==> src/rtl/alu_pkg.sv <==
// Shared ALU definitions: default datapath width, divider state encoding and
// the most-negative operand constant used for overflow detection.
package alu_pkg;

    localparam int unsigned DEF_WIDTH = 8;

    typedef enum logic [1:0] {
        S_IDLE = 2'd0,
        S_CALC = 2'd1,
        S_FIX  = 2'd2
    } state_t;

    localparam logic [DEF_WIDTH-1:0] MOST_NEG = {1'b1, {(DEF_WIDTH-1){1'b0}}};

endpackage

==> src/rtl/seq_divider_div_step.sv <==
// One restoring shift-subtract step: shift in the next dividend bit, try to
// subtract the divisor, keep the difference only when it does not go negative.
module div_step
    import alu_pkg::*;
#(
    parameter int unsigned WIDTH = DEF_WIDTH
) (
    input  logic [WIDTH:0]   rem,
    input  logic             dividend_bit,
    input  logic [WIDTH-1:0] divisor_mag,
    output logic [WIDTH:0]   rem_next,
    output logic             q_bit
);

    logic [WIDTH:0] shifted;
    logic [WIDTH:0] trial;

    // The incoming remainder is always below the divisor, so its MSB is zero
    // and dropping it in the shift loses nothing.
    logic unused_rem_msb;
    assign unused_rem_msb = rem[WIDTH];

    always_comb begin
        shifted  = {rem[WIDTH-1:0], dividend_bit};
        trial    = shifted - {1'b0, divisor_mag};
        q_bit    = ~trial[WIDTH];
        rem_next = q_bit ? trial : shifted;
    end

endmodule

==> src/rtl/seq_divider.sv <==
// Iterative signed divider (truncating toward zero) with a start/busy/done
// handshake; one restoring step per clock, fixed WIDTH+1 edge latency.
module seq_divider
    import alu_pkg::*;
#(
    parameter int unsigned WIDTH = DEF_WIDTH
) (
    input  logic             clk,
    input  logic             rst_n,
    input  logic             start,
    input  logic [WIDTH-1:0] a,
    input  logic [WIDTH-1:0] b,
    output logic             busy,
    output logic             done,
    output logic [WIDTH-1:0] q,
    output logic [WIDTH-1:0] r,
    output logic             div_by_zero,
    output logic             overflow
);

    localparam int unsigned CNT_W = (WIDTH > 1) ? $clog2(WIDTH) : 1;
    localparam logic [WIDTH-1:0] MIN_VAL =
        (WIDTH == DEF_WIDTH) ? WIDTH'(MOST_NEG) : {1'b1, {(WIDTH-1){1'b0}}};

    state_t             state_q;
    state_t             state_d;
    logic [CNT_W-1:0]   cnt_q;
    logic [WIDTH:0]     rem_q;
    logic [WIDTH-1:0]   dvd_q;
    logic [WIDTH-1:0]   dvs_q;
    logic [WIDTH-1:0]   a_q;
    logic [WIDTH-1:0]   b_q;
    logic               sign_a_q;
    logic               sign_b_q;

    logic [WIDTH-1:0]   a_mag_c;
    logic [WIDTH-1:0]   b_mag_c;
    logic [WIDTH:0]     rem_next_c;
    logic               q_bit_c;
    logic [WIDTH-1:0]   q_fix_c;
    logic [WIDTH-1:0]   r_fix_c;
    logic               is_zero_c;
    logic               is_ovf_c;

    div_step #(.WIDTH(WIDTH)) u_step (
        .rem          (rem_q),
        .dividend_bit (dvd_q[WIDTH-1]),
        .divisor_mag  (dvs_q),
        .rem_next     (rem_next_c),
        .q_bit        (q_bit_c)
    );

    // Next-state logic
    always_comb begin
        state_d = state_q;
        case (state_q)
            S_IDLE:  if (start) state_d = S_CALC;
            S_CALC:  if (cnt_q == '0) state_d = S_FIX;
            S_FIX:   state_d = S_IDLE;
            default: state_d = S_IDLE;
        endcase
    end

    // Operand magnitudes and sign-corrected results; |MIN| fits unsigned
    always_comb begin
        a_mag_c   = a[WIDTH-1] ? -a : a;
        b_mag_c   = b[WIDTH-1] ? -b : b;
        q_fix_c   = (sign_a_q ^ sign_b_q) ? -dvd_q : dvd_q;
        r_fix_c   = sign_a_q ? -rem_q[WIDTH-1:0] : rem_q[WIDTH-1:0];
        is_zero_c = (b_q == '0);
        is_ovf_c  = (a_q == MIN_VAL) && (b_q == '1);
    end

    always_ff @(posedge clk or negedge rst_n) begin
        if (!rst_n) begin
            state_q     <= S_IDLE;
            cnt_q       <= '0;
            rem_q       <= '0;
            dvd_q       <= '0;
            dvs_q       <= '0;
            a_q         <= '0;
            b_q         <= '0;
            sign_a_q    <= 1'b0;
            sign_b_q    <= 1'b0;
            busy        <= 1'b0;
            done        <= 1'b0;
            q           <= '0;
            r           <= '0;
            div_by_zero <= 1'b0;
            overflow    <= 1'b0;
        end else begin
            state_q <= state_d;
            done    <= 1'b0;
            case (state_q)
                S_IDLE: begin
                    if (start) begin
                        a_q         <= a;
                        b_q         <= b;
                        sign_a_q    <= a[WIDTH-1];
                        sign_b_q    <= b[WIDTH-1];
                        dvd_q       <= a_mag_c;
                        dvs_q       <= b_mag_c;
                        rem_q       <= '0;
                        cnt_q       <= CNT_W'(WIDTH - 1);
                        busy        <= 1'b1;
                        div_by_zero <= 1'b0;
                        overflow    <= 1'b0;
                    end
                end
                S_CALC: begin
                    // Quotient bits shift into the vacated dividend LSBs
                    rem_q <= rem_next_c;
                    dvd_q <= {dvd_q[WIDTH-2:0], q_bit_c};
                    if (cnt_q != '0) begin
                        cnt_q <= cnt_q - CNT_W'(1);
                    end
                end
                S_FIX: begin
                    busy <= 1'b0;
                    done <= 1'b1;
                    if (is_zero_c) begin
                        q           <= '1;
                        r           <= a_q;
                        div_by_zero <= 1'b1;
                    end else if (is_ovf_c) begin
                        q        <= MIN_VAL;
                        r        <= '0;
                        overflow <= 1'b1;
                    end else begin
                        q <= q_fix_c;
                        r <= r_fix_c;
                    end
                end
                default: ;
            endcase
        end
    end

endmodule

==> config.mk <==
export PLATFORM = sky130hd
export DESIGN_NAME = seq_divider
export DESIGN_NICKNAME = d
export VERILOG_FILES = /design/src/rtl/alu_pkg.sv /design/src/rtl/seq_divider_div_step.sv /design/src/rtl/seq_divider.sv
export SDC_FILE = /design/constraint.sdc
export NUM_CORES = 1
export LEC_CHECK = 0
export CORE_MARGIN = 2
export CORE_UTILIZATION = 50
export CTS_CLUSTER_SIZE = 24
export DETAILED_ROUTE_END_ITERATION = 10
export GPL_TIMING_DRIVEN = 0
export MAX_ROUTING_LAYER = met4
export PLACE_DENSITY_LB_ADDON = 0.3
export SYNTH_ARGS = -nofsm -noshare
export SYNTH_HDL_FRONTEND = slang
export SYNTH_SLANG_ARGS = --single-unit
==> constraint.sdc <==
create_clock -name clk -period 2.8 [get_ports clk]
set_clock_uncertainty 0.1 [all_clocks]
set_input_delay 0.56 -clock clk [delete_from_list [all_inputs] [get_ports clk]]
set_output_delay 0.56 -clock clk [all_outputs]
set_load 0.02 [all_outputs]
==> impl_metrics.json, run 1 <==
{
  "yosysUniqueCellTypes": 55,
  "clk_pin_slew_ns": 0.07,
  "final_cell_mix": "dfrtp_1 (64), nand2_1 (60), clkdlybuf4s50_1 (35), nor2_1 (28), inv_1 (22)",
  "finalWorstSetupSlack_ns": 0.114,
  "max_slew_margin": 0.549,
  "syn_inst": 391,
  "fmax_mhz": 372,
  "syn-cell-area_mm2": 0.00362,
  "remaining_drc_errors": 0,
  "nNetsFinal": 476,
  "ys.flop_type": "dfrtp_1",
  "start_util": 0.507,
  "cts_tree": "done",
  "power_switching_mw": 2.48,
  "power_mw": 5.74,
  "die_w_um": 89.1,
  "rsz0062_at_grt": "no",
  "clockPowerShare": 0.137,
  "cap_viol_max_count": 0,
  "root_buffer": "clkbuf_8",
  "synth_top_area_cell": "dfrtp_1",
  "setup_viol": 0,
  "min_path_type": "in -> async",
  "path_buf_inv": 3,
  "area_growth_pct": 20.1,
  "met3_length_um": 545,
  "leakage_nw": 1.94,
  "holdWs_ns": 0.0926,
  "yosys-top-cells-area": "dfrtp_1 (44%), nand2_1 (6.2%), ha_1 (4.8%)",
  "place_area_mm2": 0.00412,
  "seq_power_share": 0.306,
  "path_cells": "inv_2 > ha_1 > inv_1 > fa_2 > a211oi_4 > o211ai_2 > a221oi_4 > buf_2 > o21ai_1 > a31o_1",
  "cts_max_level": 3,
  "antenna_found_initial": 0,
  "yosysSeqAreaShare": 0.442,
  "tightest_slew_ns": 0.675,
  "start_kind": "flip-flop",
  "dpl_worst_slack_ns": 0.0188,
  "p_int_mw": 3.26,
  "yosysWarningCount": 0,
  "drive_gt1_frac": 0.0787,
  "cts_made_buffers": 9,
  "timing.final.crit_share": 0.959,
  "cp.arrival_ns": 2.81,
  "viasPerCell": 5.57,
  "grt_pass1_wl_um": 14200,
  "drt_pass1_iterations": 6,
  "synth-edff-count": 0,
  "p_per_area_mw_per_mm2": 1320,
  "dr_total_vias": 3032,
  "finalCriticalPeriod_ns": 2.69,
  "io_pins": 39,
  "core_area_mm2": 0.00714,
  "routabilityCongestion": 0.907,
  "slew_violations": 0,
  "cts_sinks": 64,
  "slowest_delay_ns": 0.40,
  "wl_um": 8410,
  "ir_worst_vdd_mv": 0.510,
  "crit_path_top_delay_cell": "a221oi_4",
  "die_height_um": 89.1,
  "grtUsageTotal": 0.243,
  "antennaDiodeCount": 0,
  "crit_family": "compound AO/OA/AOI/OAI gates",
  "final_common_cell": "dfrtp_1",
  "clock_latency_ns": 0.34,
  "post-route-util": 0.609,
  "clk_path_buf_depth": 2,
  "routed.top_layer": "met4",
  "hold_violations": 0,
  "place_hpwl_um": 6290,
  "antenna_left": 0,
  "swShare": 0.432,
  "dieArea_mm2": 0.00794,
  "wl_per_cell_um": 15.5,
  "outcome": "complete, no violations",
  "rows": 31,
  "drtIter0Drc": 244,
  "grt_pass1_vias": 2885,
  "grt_overflow": 0,
  "power_frac_comb": 0.556,
  "crit_required_ns": 2.93,
  "met2_wirelength_um": 3930,
  "wl_met1_um": 3790,
  "fin_area_mm2": 0.00435,
  "criticalPathCategory": "reg -> reg",
  "synth_top_area_frac": 0.442,
  "synth_seq_cells": 64,
  "grt_max_degree": 42,
  "syn-num-nets": 425,
  "ys_async_sr_fraction": 1.00,
  "syn_area_per_cell_um2": 9.26,
  "cts_hold_buf": 0,
  "io_buffer_count": 36,
  "critPathMaxFanout": 5,
  "end_kind": "flip-flop"
}
cells by family after synthesis:
group                    count (synthesis)  share of synthesized area
multiplexers                            12                     0.0335
XOR/XNOR                                27                     0.0653
buffers and inverters                   41                     0.0456
AO/OA/AOI/OAI                           98                      0.187
flip-flops                              64                      0.442
AND/OR/NAND/NOR                        134                      0.172
adder cells (fa/ha/maj)                 15                     0.0539
through the flow:
stage,TNS (ns),std cells
2_1_floorplan,0,391
3_3_place_gp,-61.06,526
3_5_place_dp,0,527
4_1_cts,0,541
5_1_grt,0,544
6_report,0,544
routing by layer:
layer  track usage  vias to the layer above
met5             -                        -
met4        0.0719                        0
met3        0.0536                       18
met2         0.371                      103
met1         0.328                     1432
li1              -                     1479
path summary, 6_finish.rpt:
kind / start / to / slack, ns / cells after the start
hold reg to reg: cnt_q[0] / cnt_q[0] / 0.38 / 1
hold / removal: rst_n / q[2] / 0.09 / 1
max in group asynchronous: rst_n / dvs_q[0] / 1.90 / 2
setup / recovery: dvd_q[7] / rem_q[7] / 0.11 / 10
setup reg to reg: dvd_q[7] / rem_q[7] / 0.11 / 10
min in group clk: cnt_q[0] / cnt_q[0] / 0.38 / 1
state kept, by name, summed over array words and instances (netlist names):
register and count:
cnt_q 3, overflow 1, div_by_zero 1, rem_q 8
done 1, a_q 8, dvs_q 8, q 8
b_q 7, busy 1, state_q 2, dvd_q 8
r 8
cells in the mapped netlist (all sizes together), types with 2 or more instances:
cell and number:
or2 2, inv 24, nor2b 3, nand3b 3, or3 3, o21a 3, o22ai 3, a211oi 2
a22oi 11, a21o 2, o31ai 6, xnor2 10, nand2b 5, nor4b 2, o211ai 6, nand2 60
nand4 3, a21oi 16, and2 2, ha 14, nor4 4, nand3 9, dfrtp 64, o21ai 30
o221ai 2, a31oi 4, mux2i 11, clkbuf 12, nor3 6, nor2 28, o22a 5, xor2 17
buf 4
timing repair:
action,in CTS,in global routing
gates resized for setup,1,2
buffers inserted,0,2
endpoints found under the setup margin,4,7
pin swaps,0,2
cloned,0,1
final cells by class:
type                       instances  area [um^2]
fill                             646         2790
multi-input combinational        286         1870
sequential                        64         1600
timing repair buffer              40          395
clock buffer                      11          151
tap                               99          124
inverter                          25         93.8
buffer                            16         71.3
clock inverter                     3         42.5
power by group through the flow:
stage | registers (mW) | clock network (mW) | logic (mW)
floorplan | 1.80 | 0 | 2.14
global placement | 1.75 | 0 | 2.95
detailed placement | 1.77 | 0 | 3.03
CTS | 1.75 | 0.798 | 3.09
global route | 1.82 | 0.840 | 3.56
finish | 1.76 | 0.789 | 3.19
Note: power is estimated with default switching activity, not from simulation.
==> run 2: changes to the inputs <==
Settings changed: CELL_PAD_IN_SITES_DETAIL_PLACEMENT set to 1, CELL_PAD_IN_SITES_GLOBAL_PLACEMENT set to 2, CORE_UTILIZATION 50 to 35.
==> run 2 against run 1 <==
Against the previous run: register-to-register slack better by 0.02 ns; wire length is 19% higher; power is 7.0% higher; critical path depth is 1 higher; sequential share of layout area is 1.0 points lower; worst setup slack better by 0.018 ns; critical path type unchanged.
==> impl_metrics.json, run 2 (synthesis results as in run 1) <==
{
  "path_cells": "inv_2 > ha_4 > inv_2 > fa_2 > a211oi_4 > o211ai_2 > a221oi_4 > buf_6 > buf_4 > mux2i_1 > o21ai_1",
  "remaining_drc_errors": 0,
  "r2r-start": "dvd_q[7]",
  "clock_latency_ns": 0.35,
  "drtIter0Drc": 102,
  "leakage_nw": 1.98,
  "antenna_found_initial": 0,
  "grt_pass1_vias": 2929,
  "final_cell_mix": "dfrtp_1 (64), nand2_1 (60), clkdlybuf4s50_1 (35), nor2_1 (28), inv_1 (21)",
  "timing.final.crit_share": 0.953,
  "cap_viol_max_count": 0,
  "area_growth_pct": 23.5,
  "antenna_left": 0,
  "placed_cells": 563,
  "cts_max_level": 3,
  "die_height_um": 106,
  "fin_cells": 588,
  "setup_viol": 0,
  "io_buffer_count": 36,
  "nNetsFinal": 481,
  "grt_pass1_wl_um": 15900,
  "cts_hold_buf": 0,
  "die_w_um": 106,
  "dr_total_vias": 3034,
  "drive_gt1_frac": 0.0973,
  "crit_start": "dvd_q[7]",
  "ir_worst_vdd_mv": 0.398,
  "grt_overflow": 0,
  "tns_ns": 0,
  "finalCriticalPeriod_ns": 2.67,
  "routabilityCongestion": 0.862,
  "core_area_mm2": 0.0102,
  "dieArea_mm2": 0.0112,
  "tightest_slew_ns": 0.830,
  "place_area_mm2": 0.00415,
  "critPathMaxFanout": 5,
  "p_int_mw": 3.47,
  "wl_per_cell_um": 17.0,
  "power_frac_comb": 0.561,
  "cp.arrival_ns": 2.79,
  "rows": 37,
  "wl_um": 9980,
  "place_hpwl_um": 7430,
  "end_kind": "flip-flop",
  "post-route-util": 0.439,
  "seqCellArea_mm2": 0.00160,
  "io_pins": 39,
  "viasPerCell": 5.16,
  "root_buffer": "clkbuf_8",
  "slew_violations": 0,
  "p_per_area_mw_per_mm2": 1370,
  "multiInputGateArea_mm2": 0.00188,
  "grtUsageTotal": 0.188,
  "outcome": "complete, no violations",
  "fillCellCount": 1187,
  "cts_tree": "done",
  "criticalPathCategory": "reg -> reg",
  "power_switching_mw": 2.67,
  "crit_required_ns": 2.92,
  "final_common_cell": "dfrtp_1",
  "fin_area_mm2": 0.00447,
  "crit_path_top_delay_cell": "fa_2",
  "clk_path_buf_depth": 2,
  "min_path_type": "in -> async",
  "start_kind": "flip-flop",
  "max_slew_margin": 0.446,
  "hold_violations": 0,
  "slowest_delay_ns": 0.41,
  "swShare": 0.435,
  "grt_max_degree": 65,
  "clockPowerShare": 0.149,
  "start_util": 0.355,
  "cts_sinks": 64,
  "clk_pin_slew_ns": 0.08,
  "drt_pass1_iterations": 4,
  "fmax_mhz": 375,
  "cp_common_cell": "inv_2",
  "antennaDiodeCount": 0,
  "power_mw": 6.14,
  "seq_power_share": 0.290,
  "cts_made_buffers": 9
}
-- run 2: power by group through the flow --
stage               combinational [mW]  sequential [mW]  clock [mW]
global placement                  3.05             1.78           0
global route                      3.79             1.85       0.980
detailed placement                3.15             1.80           0
CTS                               3.23             1.78       0.931
floorplan                         2.14             1.80           0
finish                            3.45             1.78       0.917
-- run 2: metal layers --
metal	global-route usage	part of all wire	routed length, um
met4	0.0367	0.011	106
met3	0.0390	0.039	390
met5	-	0	0
met2	0.278	0.44	4360
met1	0.267	0.51	5120
-- run 2: what timing repair did --
action                                  in CTS  in global routing
resized for setup                            1                  8
gates cloned                                 0                  0
endpoints found under the setup margin       7                  8
pin swaps                                    1                  4
setup buffers                                1                  8
-- run 2: final cells by class --
type                    instances  share of cell area
clock buffers                   9              0.0277
inverters                      25              0.0210
well taps                     136              0.0381
plain buffers                  16              0.0159
flip-flops and latches         64               0.358
multi-input cells             286               0.420
clock inverters                 7              0.0229
repair buffers                 45              0.0960
-- run 2: stage by stage --
stage	setup slack (ns)	hold WS, ns
final	0.133	0.203
after CTS	0.0242	0.233
after global placement	-1.15	0.354
after global routing	-0.0133	0.255
after floorplan	0.378	0.164
after detailed placement	-0.0828	0.374
-- run 2: worst max-delay path, delay by kind of cell (launching register included) --
kind	cells	cell delay (ns)
flip-flops	1	0.40
AO/OA/AOI/OAI	4	0.88
multiplexers	1	0.19
buffers and inverters	4	0.43
adder cells (fa/ha/maj)	2	0.55
-- run 2: final timing paths --
path,end,slack [ns],cells past startpoint
hold reg to reg,dvs_q[6],0.38,2
min in group clk,dvs_q[6],0.38,2
setup reg to reg,rem_q[3],0.13,11
max in group asynchronous,dvd_q[0],1.85,1
hold / removal,dvd_q[5],0.20,1
setup / recovery,rem_q[3],0.13,11
